$ cat src/rtl/spi_ctrl.sv
// SPI host controller with TX/RX byte FIFOs, runtime CPOL/CPHA/bit order/SCK divider and software chip selects.
// Bus reads answer one cycle after request; TX pushes into a full FIFO are dropped and flagged.

module spi_ctrl_fifo #(
  parameter int unsigned Depth = 64,
  parameter int unsigned Width = 8
) (
  input  logic                         clk_i,
  input  logic                         rst_ni,
  input  logic                         i_push,
  input  logic [Width-1:0]             i_wdata,
  input  logic                         i_pop,
  output logic [Width-1:0]             o_rdata,
  output logic                         o_full,
  output logic                         o_empty,
  output logic [$clog2(Depth+1)-1:0]   o_cnt
);
  localparam int unsigned PtrW = (Depth > 1) ? $clog2(Depth) : 1;
  localparam int unsigned CntW = $clog2(Depth + 1);

  logic [Width-1:0] r_mem [Depth];
  logic [PtrW-1:0]  r_wr_ptr;
  logic [PtrW-1:0]  r_rd_ptr;
  logic [CntW-1:0]  r_cnt;
  logic             w_push;
  logic             w_pop;

  assign o_full  = (r_cnt == CntW'(Depth));
  assign o_empty = (r_cnt == '0);
  assign o_cnt   = r_cnt;
  assign o_rdata = r_mem[r_rd_ptr];
  assign w_push  = i_push && !o_full;
  assign w_pop   = i_pop && !o_empty;

  always_ff @(posedge clk_i) begin
    if (w_push) r_mem[r_wr_ptr] <= i_wdata;
  end

  always_ff @(posedge clk_i or negedge rst_ni) begin
    if (!rst_ni) begin
      r_wr_ptr <= '0;
      r_rd_ptr <= '0;
      r_cnt    <= '0;
    end else begin
      if (w_push) r_wr_ptr <= (r_wr_ptr == PtrW'(Depth - 1)) ? '0 : r_wr_ptr + 1'b1;
      if (w_pop)  r_rd_ptr <= (r_rd_ptr == PtrW'(Depth - 1)) ? '0 : r_rd_ptr + 1'b1;
      case ({w_push, w_pop})
        2'b10:   r_cnt <= r_cnt + 1'b1;
        2'b01:   r_cnt <= r_cnt - 1'b1;
        default: r_cnt <= r_cnt;
      endcase
    end
  end
endmodule

module spi_ctrl #(
  parameter int unsigned ClockFrequency = 50_000_000,
  parameter int unsigned DefaultDiv     = 1,
  parameter int unsigned TxDepth        = 64,
  parameter int unsigned RxDepth        = 64,
  parameter int unsigned NumCS          = 4,
  parameter int unsigned AddrWidth      = 32,
  parameter int unsigned DataWidth      = 32,
  parameter int unsigned RegAddr        = 12
) (
  input  logic                 clk_i,
  input  logic                 rst_ni,
  input  logic                 device_req_i,
  input  logic [AddrWidth-1:0] device_addr_i,
  input  logic                 device_we_i,
  input  logic [3:0]           device_be_i,
  input  logic [DataWidth-1:0] device_wdata_i,
  output logic                 device_rvalid_o,
  output logic [DataWidth-1:0] device_rdata_o,
  input  logic                 spi_rx_i,
  output logic                 spi_tx_o,
  output logic                 sck_o,
  output logic [NumCS-1:0]     cs_no,
  output logic                 irq_o
);
  localparam logic [RegAddr-1:0] AddrTx     = RegAddr'(32'h00);
  localparam logic [RegAddr-1:0] AddrRx     = RegAddr'(32'h04);
  localparam logic [RegAddr-1:0] AddrStatus = RegAddr'(32'h08);
  localparam logic [RegAddr-1:0] AddrCfg    = RegAddr'(32'h0C);
  localparam logic [RegAddr-1:0] AddrCs     = RegAddr'(32'h10);
  localparam logic [RegAddr-1:0] AddrIntr   = RegAddr'(32'h14);

  localparam logic [1:0] StIdle  = 2'd0;
  localparam logic [1:0] StLoad  = 2'd1;
  localparam logic [1:0] StShift = 2'd2;

  localparam int unsigned TxCntW = $clog2(TxDepth + 1);
  localparam int unsigned RxCntW = $clog2(RxDepth + 1);

  logic                 r_rvalid;
  logic [DataWidth-1:0] r_rdata;
  logic [15:0]          r_div;
  logic                 r_cpol;
  logic                 r_cpha;
  logic                 r_msb;
  logic                 r_rx_en;
  logic [NumCS-1:0]     r_cs;
  logic [2:0]           r_int_en;
  logic                 r_tx_ovf;
  logic                 r_rx_ovf;
  logic                 r_irq;
  logic [1:0]           r_state;
  logic [15:0]          r_div_cnt;
  logic [3:0]           r_edge_cnt;
  logic [7:0]           r_shift;
  logic [7:0]           r_rx_shift;
  logic                 r_tx;
  logic                 r_sck;
  logic                 r_rx_push;

  logic [RegAddr-1:0]   w_addr;
  logic                 w_wr;
  logic                 w_rd;
  logic                 w_tx_push;
  logic                 w_tx_pop;
  logic                 w_rx_pop;
  logic                 w_busy;
  logic [7:0]           w_tx_dat;
  logic [7:0]           w_rx_dat;
  logic                 w_tx_full;
  logic                 w_tx_empty;
  logic                 w_rx_full;
  logic                 w_rx_empty;
  logic [TxCntW-1:0]    w_tx_cnt;
  logic [RxCntW-1:0]    w_rx_cnt;
  logic [31:0]          w_tx_cnt32;
  logic [7:0]           w_tx_depth;
  logic [DataWidth-1:0] w_rdata;
  logic                 w_tick;
  logic                 w_lead;
  logic                 w_sample;
  logic                 w_shift;
  logic                 w_unused;

  assign w_addr     = device_addr_i[RegAddr-1:0];
  assign w_wr       = device_req_i && device_we_i;
  assign w_rd       = device_req_i && !device_we_i;
  assign w_tx_push  = w_wr && (w_addr == AddrTx) && device_be_i[0];
  assign w_rx_pop   = w_rd && (w_addr == AddrRx) && !w_rx_empty;
  assign w_tx_pop   = (r_state == StIdle) && !w_tx_empty;
  assign w_busy     = (r_state != StIdle) || !w_tx_empty;
  assign w_tx_cnt32 = 32'(w_tx_cnt);
  assign w_tx_depth = (w_tx_cnt32 > 32'd255) ? 8'hFF : w_tx_cnt32[7:0];

  spi_ctrl_fifo #(.Depth(TxDepth), .Width(8)) u_tx_fifo (
    .clk_i   (clk_i),
    .rst_ni  (rst_ni),
    .i_push  (w_tx_push),
    .i_wdata (device_wdata_i[7:0]),
    .i_pop   (w_tx_pop),
    .o_rdata (w_tx_dat),
    .o_full  (w_tx_full),
    .o_empty (w_tx_empty),
    .o_cnt   (w_tx_cnt)
  );

  spi_ctrl_fifo #(.Depth(RxDepth), .Width(8)) u_rx_fifo (
    .clk_i   (clk_i),
    .rst_ni  (rst_ni),
    .i_push  (r_rx_push),
    .i_wdata (r_rx_shift),
    .i_pop   (w_rx_pop),
    .o_rdata (w_rx_dat),
    .o_full  (w_rx_full),
    .o_empty (w_rx_empty),
    .o_cnt   (w_rx_cnt)
  );

  always_comb begin
    w_rdata = '0;
    if (w_rd) begin
      case (w_addr)
        AddrRx:     if (!w_rx_empty) w_rdata[8:0] = {1'b1, w_rx_dat};
        AddrStatus: begin
          w_rdata[6:0]   = {r_rx_ovf, r_tx_ovf, w_busy, w_rx_empty, w_rx_full, w_tx_empty, w_tx_full};
          w_rdata[23:16] = w_tx_depth;
        end
        AddrCfg:    w_rdata[19:0] = {r_rx_en, r_msb, r_cpha, r_cpol, r_div};
        AddrCs:     w_rdata[NumCS-1:0] = r_cs;
        AddrIntr:   w_rdata[2:0] = r_int_en;
        default:    w_rdata = '0;
      endcase
    end
  end

  always_ff @(posedge clk_i or negedge rst_ni) begin
    if (!rst_ni) begin
      r_rvalid <= 1'b0;
      r_rdata  <= '0;
      r_div    <= DefaultDiv[15:0];
      r_cpol   <= 1'b0;
      r_cpha   <= 1'b0;
      r_msb    <= 1'b1;
      r_rx_en  <= 1'b1;
      r_cs     <= '1;
      r_int_en <= '0;
      r_tx_ovf <= 1'b0;
      r_rx_ovf <= 1'b0;
      r_irq    <= 1'b0;
    end else begin
      r_rvalid <= device_req_i;
      r_rdata  <= w_rdata;
      if (w_wr && (w_addr == AddrCfg) && !w_busy) begin
        r_div   <= device_wdata_i[15:0];
        r_cpol  <= device_wdata_i[16];
        r_cpha  <= device_wdata_i[17];
        r_msb   <= device_wdata_i[18];
        r_rx_en <= device_wdata_i[19];
      end
      if (w_wr && (w_addr == AddrCs)) r_cs <= device_wdata_i[NumCS-1:0];
      if (w_wr && (w_addr == AddrIntr)) begin
        r_int_en <= device_wdata_i[2:0];
        if (device_wdata_i[8]) begin
          r_tx_ovf <= 1'b0;
          r_rx_ovf <= 1'b0;
        end
      end
      // A new overflow in the same cycle as a clear wins, so no event is lost.
      if (w_tx_push && w_tx_full) r_tx_ovf <= 1'b1;
      if (r_rx_push && w_rx_full) r_rx_ovf <= 1'b1;
      r_irq <= (r_int_en[0] && w_tx_empty && (r_state == StIdle)) ||
               (r_int_en[1] && !w_rx_empty) ||
               (r_int_en[2] && (r_tx_ovf || r_rx_ovf));
    end
  end

  // Edge numbering is 1-based: odd edges (even r_edge_cnt) are leading edges.
  assign w_tick   = (r_div_cnt == r_div);
  assign w_lead   = ~r_edge_cnt[0];
  assign w_sample = r_cpha ? ~w_lead : w_lead;
  assign w_shift  = r_cpha ? (w_lead && (r_edge_cnt != 4'd0)) : (~w_lead && (r_edge_cnt != 4'd15));

  always_ff @(posedge clk_i or negedge rst_ni) begin
    if (!rst_ni) begin
      r_state    <= StIdle;
      r_div_cnt  <= '0;
      r_edge_cnt <= '0;
      r_shift    <= '0;
      r_rx_shift <= '0;
      r_tx       <= 1'b0;
      r_sck      <= 1'b0;
      r_rx_push  <= 1'b0;
    end else begin
      r_rx_push <= 1'b0;
      case (r_state)
        StIdle: begin
          r_sck <= r_cpol;
          if (!w_tx_empty) begin
            r_shift <= w_tx_dat;
            r_state <= StLoad;
          end
        end
        StLoad: begin
          r_tx       <= r_msb ? r_shift[7] : r_shift[0];
          r_edge_cnt <= '0;
          r_div_cnt  <= '0;
          r_state    <= StShift;
        end
        StShift: begin
          if (w_tick) begin
            r_div_cnt  <= '0;
            r_sck      <= ~r_sck;
            r_edge_cnt <= r_edge_cnt + 1'b1;
            if (w_sample) begin
              r_rx_shift <= r_msb ? {r_rx_shift[6:0], spi_rx_i} : {spi_rx_i, r_rx_shift[7:1]};
            end
            if (w_shift) begin
              r_shift <= r_msb ? {r_shift[6:0], 1'b0} : {1'b0, r_shift[7:1]};
              r_tx    <= r_msb ? r_shift[6] : r_shift[1];
            end
            if (r_edge_cnt == 4'd15) begin
              r_rx_push <= r_rx_en;
              r_state   <= StIdle;
            end
          end else begin
            r_div_cnt <= r_div_cnt + 1'b1;
          end
        end
        default: r_state <= StIdle;
      endcase
    end
  end

  assign device_rvalid_o = r_rvalid;
  assign device_rdata_o  = r_rdata;
  assign spi_tx_o        = r_tx;
  assign sck_o           = r_sck;
  assign cs_no           = r_cs;
  assign irq_o           = r_irq;

  assign w_unused = ^{device_addr_i[AddrWidth-1:RegAddr], device_be_i[3:1],
                      device_wdata_i[DataWidth-1:20], w_rx_cnt, (ClockFrequency != 0)};
endmodule

$ cat config.mk
export PLATFORM = sky130hd
export DESIGN_NAME = spi_ctrl
export DESIGN_NICKNAME = d
export VERILOG_FILES = /design/src/rtl/spi_ctrl.sv
export SDC_FILE = /design/constraint.sdc
export NUM_CORES = 1
export LEC_CHECK = 0
export ABC_AREA = 1
export ABC_CLOCK_PERIOD_IN_PS = 3350
export CORE_ASPECT_RATIO = 1.2
export CORE_UTILIZATION = 60
export CTS_CLUSTER_DIAMETER = 100
export DETAILED_ROUTE_END_ITERATION = 8
export GPL_TIMING_DRIVEN = 1
export PLACE_DENSITY_LB_ADDON = 0.3
export SLEW_MARGIN = 40
export SYNTH_ARGS = -nofsm -noshare
export SYNTH_HDL_FRONTEND = slang
export SYNTH_SLANG_ARGS = --single-unit
$ cat constraint.sdc
create_clock -name clk_i -period 3.35 [get_ports clk_i]
set_input_delay 1.005 -clock clk_i [delete_from_list [all_inputs] [get_ports clk_i]]
set_output_delay 1.005 -clock clk_i [all_outputs]
set_load 0.05 [all_outputs]
==> key figures <==
Timing
  – Fin Clk Skew: between 0.04 and 0.05 ns
  – Final min period: 3.07 ns
  – Headroom to the max-slew limit: between 40% and 50%
  – Count of final max-slew check failures: 0
  – Summed negative setup slack over all endpoints: 0 ns
  – Max Clock Freq: ~330 MHz
  – Setup violations, final: 0
  – Setup repair after global routing missed its margin: false
  – Least-Margin Pin Slew: ~0.85 ns
  – Fin. Hold Viols: 0
  – Share of the cycle needed by the critical path after routing: 91.8%
  – Worst Slack Setup Final: approximately 0.28 ns

Routing
  – Total wire length after detailed routing: approximately 120000 µm
  – Average wire per standard cell: a little under 20 µm
  – Final routed DRC violation total: 0
  – Violation count after the first detailed-route iteration: 3353
  – Number of antenna-violating nets in the routed design: 0
  – Routed vias: 34966
  – Initial DRT Pass Iterations: 6
  – Number of vias per cell: around 5.5

Synth
  – Number of distinct library cells after synthesis: 54
  – Most area-consuming cells after synthesis: edfxtp_1 (61%), nand2_1 (10%), dfrtp_1 (6.2%)
  – Number of enable flip-flop cells after synthesis: 1024
  – Leading cell type by number of instances after synthesis: nand2_1
  – Avg Cell Area, Syn: between 10 and 15 µm²
  – Primary FF master, synth: edfxtp_1
  – Cells after Synth: 4913
  – Library cell with the largest summed area after synthesis: edfxtp_1
  – Seq cells post-synth: roughly 1200
  – Summed instance area of the synthesized netlist: just over 50000 µm²
  – Number of warnings issued by yosys: 0
  – Most frequent cells after synthesis: nand2_1 (1380), edfxtp_1 (1024), nor2_1 (571), inv_1 (537), nand3_1 (505)
  – Sequential area share after synthesis: about 67%
  – Asr flop ratio synth: 11.5%
  – Top-area cell type share of the netlist area: 60.8%

Clock tree
  – Number of clock sinks seen by CTS: ~1200
  – Clock-pin slew on the worst setup and hold paths: roughly 0.060 ns
  – TritonCTS clock tree: done
  – PostCTS Resize Cnt: 0
  – Clk Tree Root Cell: clkbuf_16
  – Largest buffer count on any clock path: 3
  – Clock buffer count from CTS: 111
  – Hold Buf Count CTS: 0
  – Insertion delay to the later sink of the worst-skew pair: ~0.70 ns
  – Post-CTS Setup Bufs: 0
  – Maximum level of the CTS H-tree: 3

Final layout
  – Fill count: 5945
  – Total inserted antenna cells: 0
  – P&R area growth vs syn: 13.9%
  – Layout cells sized above 1: roughly a tenth
  – Count of nets after finishing: 5217
  – Util after Layout: about 69%

Die
  – Starting Density: approximately 61%
  – Width of the die: ~270 µm
  – Die footprint: 85400 µm²
  – Y dimension of the die: approximately 320 µm
  – Number of top-level design ports: between 100 and 150
  – Core region area: 83500 µm²
  – Core Rows: about 120

Global route
  – Overflow after GRT: 0
  – Initial antenna violation count: 0
  – GRT Overall Usage: between 20 and 30%
  – Maximum number of pins on one net before global-route repair: between 100 and 150
  – First-pass GRT wire length: between 150000 and 200000 µm
  – Vias in the first global route: 34024

Setup path
  – Largest fanout on the critical path: 3
  – Number of cells traversed by the worst register-to-register path: 18
  – Largest stage delay, worst path: around 0.8 ns
  – Startpoint class of the critical path: flip-flop
  – Crit-path leading delay family: buffers and inverters
  – Chain of cells forming the critical path: clkdlybuf4s50_1
  – Crit-path slowest cell: clkdlybuf4s50_1
  – Type of element capturing the critical path: output port
  – Signal arrival time at the worst endpoint: between 2 and 2.5 ns
  – Required time of the worst setup path: 2.34 ns
  – Kind of critical path: flip-flop to output port
  – WP buf/inv: 1
  – Stages on the worst setup path: 1

Placed design
  – Count of input and output buffers: between 60 and 70
  – Setup slack after placement: -0.198 ns
  – Final weighted congestion of routability-driven global placement: approximately 0.94
  – HPWL after detailed placement: 76500 µm

Run status
  – Run status: complete, no violations

Pwr
  – Power per standard cell area: ~580 nW/µm²
  – Worst vdd rail ir drop: about 0.69 mV
  – Power consumption: 0.0332 W
  – LEAKAGE: 23.4 nW

Flow run
  – Max-capacitance violation count: 0

Worst hold path
  – Hold Path Class: input pin to asynchronous set/reset pin
final timing paths:
kind / slack, ns / startpoint / end
worst max-delay path: 0.28 / cs_no[2]$_DFFE_PN1P_ / cs_no[2]
worst min-delay path: 0.26 / rst_ni / u_tx_fifo.o_cnt[5]$_DFFE_PN0P_
worst max register to register: 0.49 / r_state[0]$_DFFE_PN0P_ / u_tx_fifo.o_cnt[6]$_DFFE_PN0P_
worst min register to register: 0.53 / r_state[0]$_DFFE_PN0P_ / r_state[0]$_DFFE_PN0P_
max in group asynchronous: 2.30 / rst_ni / r_msb$_DFFE_PN1P_
min in group clk_i: 0.53 / r_state[0]$_DFFE_PN0P_ / r_state[0]$_DFFE_PN0P_
state kept, by name (all words and copies together), names as in the netlist, 7 cells and up:
register	count
r_div	16
r_shift	8
device_rdata_o	23
r_div_cnt	16
u_rx_fifo.o_cnt	7
u_tx_fifo.o_cnt	7
r_rx_shift	8
u_rx_fifo.r_mem	512
u_tx_fifo.r_mem	512
placed cells by master, fill, tap and decap left out, types with 19 or more instances in the layout:
master	synthesis	layout
clkinv_1	6	24
nor3_1	20	20
nand2_1	1380	1380
clkdlybuf4s50_1	0	59
edfxtp_1	1024	1024
nand3_1	505	505
a21oi_1	87	87
dfrtp_1	126	114
xnor2_1	26	26
buf_4	30	230
clkinv_2	0	19
nor2_1	571	570
inv_1	537	537
o21ai_1	24	24
xor2_1	22	22
buf_12	0	23
clkbuf_16	0	113
bufinv_16	0	22
o21ai_0	204	204
cell families (layout without fill, tap and decap cells):
group | count (synthesis) | count (layout) | share of synthesized area (%)
AND/OR/NAND/NOR | 2538 | 2538 | 20.6
buffers and inverters | 780 | 1083 | 6.51
adder cells (fa/ha/maj) | 16 | 16 | 0.396
flip-flops | 1157 | 1157 | 67.4
other | 1 | 9 | 0.00742
XOR/XNOR | 48 | 48 | 0.831
AO/OA/AOI/OAI | 350 | 350 | 3.64
multiplexers | 23 | 23 | 0.567
worst reg2reg max path: stages (launching register included):
cell,delay (ns)
dfrtp_1,0.40
inv_1,0.09
ha_1,0.19
inv_1,0.10
nor2_2,0.51
ha_1,0.29
xnor2_1,0.14
inv_1,0.06
ha_1,0.17
a21oi_1,0.19
inv_1,0.06
nand2_1,0.07
nand2b_1,0.07
nand2_1,0.09
nor2_1,0.06
o21bai_1,0.12
nand2_1,0.06
nand2_1,0.06
nand2_1,0.05
per-layer routing:
layer	vias to the layer above	GRT usage [%]	wire length, µm
met3	332	3.77	8510
met1	16595	35.1	45400
met2	1459	49.9	62300
met4	0	15.3	6150
li1	16580	-	-
met5	-	0	0
final cells by class:
cell class                      instances  area, µm²  area share, %
Inverter                              553       2090           3.63
Clock inverter                         77       1010           1.75
Clock buffer                          132       2930           5.09
Timing Repair Buffer                  321       2830           4.91
Tap cell                             1121       1400           2.44
Multi-Input combinational cell       2984      13200           23.0
Sequential cell                      1157      34100           59.2
metrics by stage:
step                      hold WS, ns  std cells  cell area, µm²
after floorplan                 0.449       4921           50600
after global placement          0.491       6136           53700
after detailed placement        0.502       6136           53700
after CTS                       0.244       6345           57600
after global routing            0.292       6345           57600
final                           0.263       6345           57600
report_power, final:
group	total [W]	internal [W]	switching (W)
Combinational	0.00242	0.000695	0.00172
Sequential	0.0174	0.0167	0.000721
Clock	0.0133	0.00795	0.00536
(Power assumes the default switching activity.)
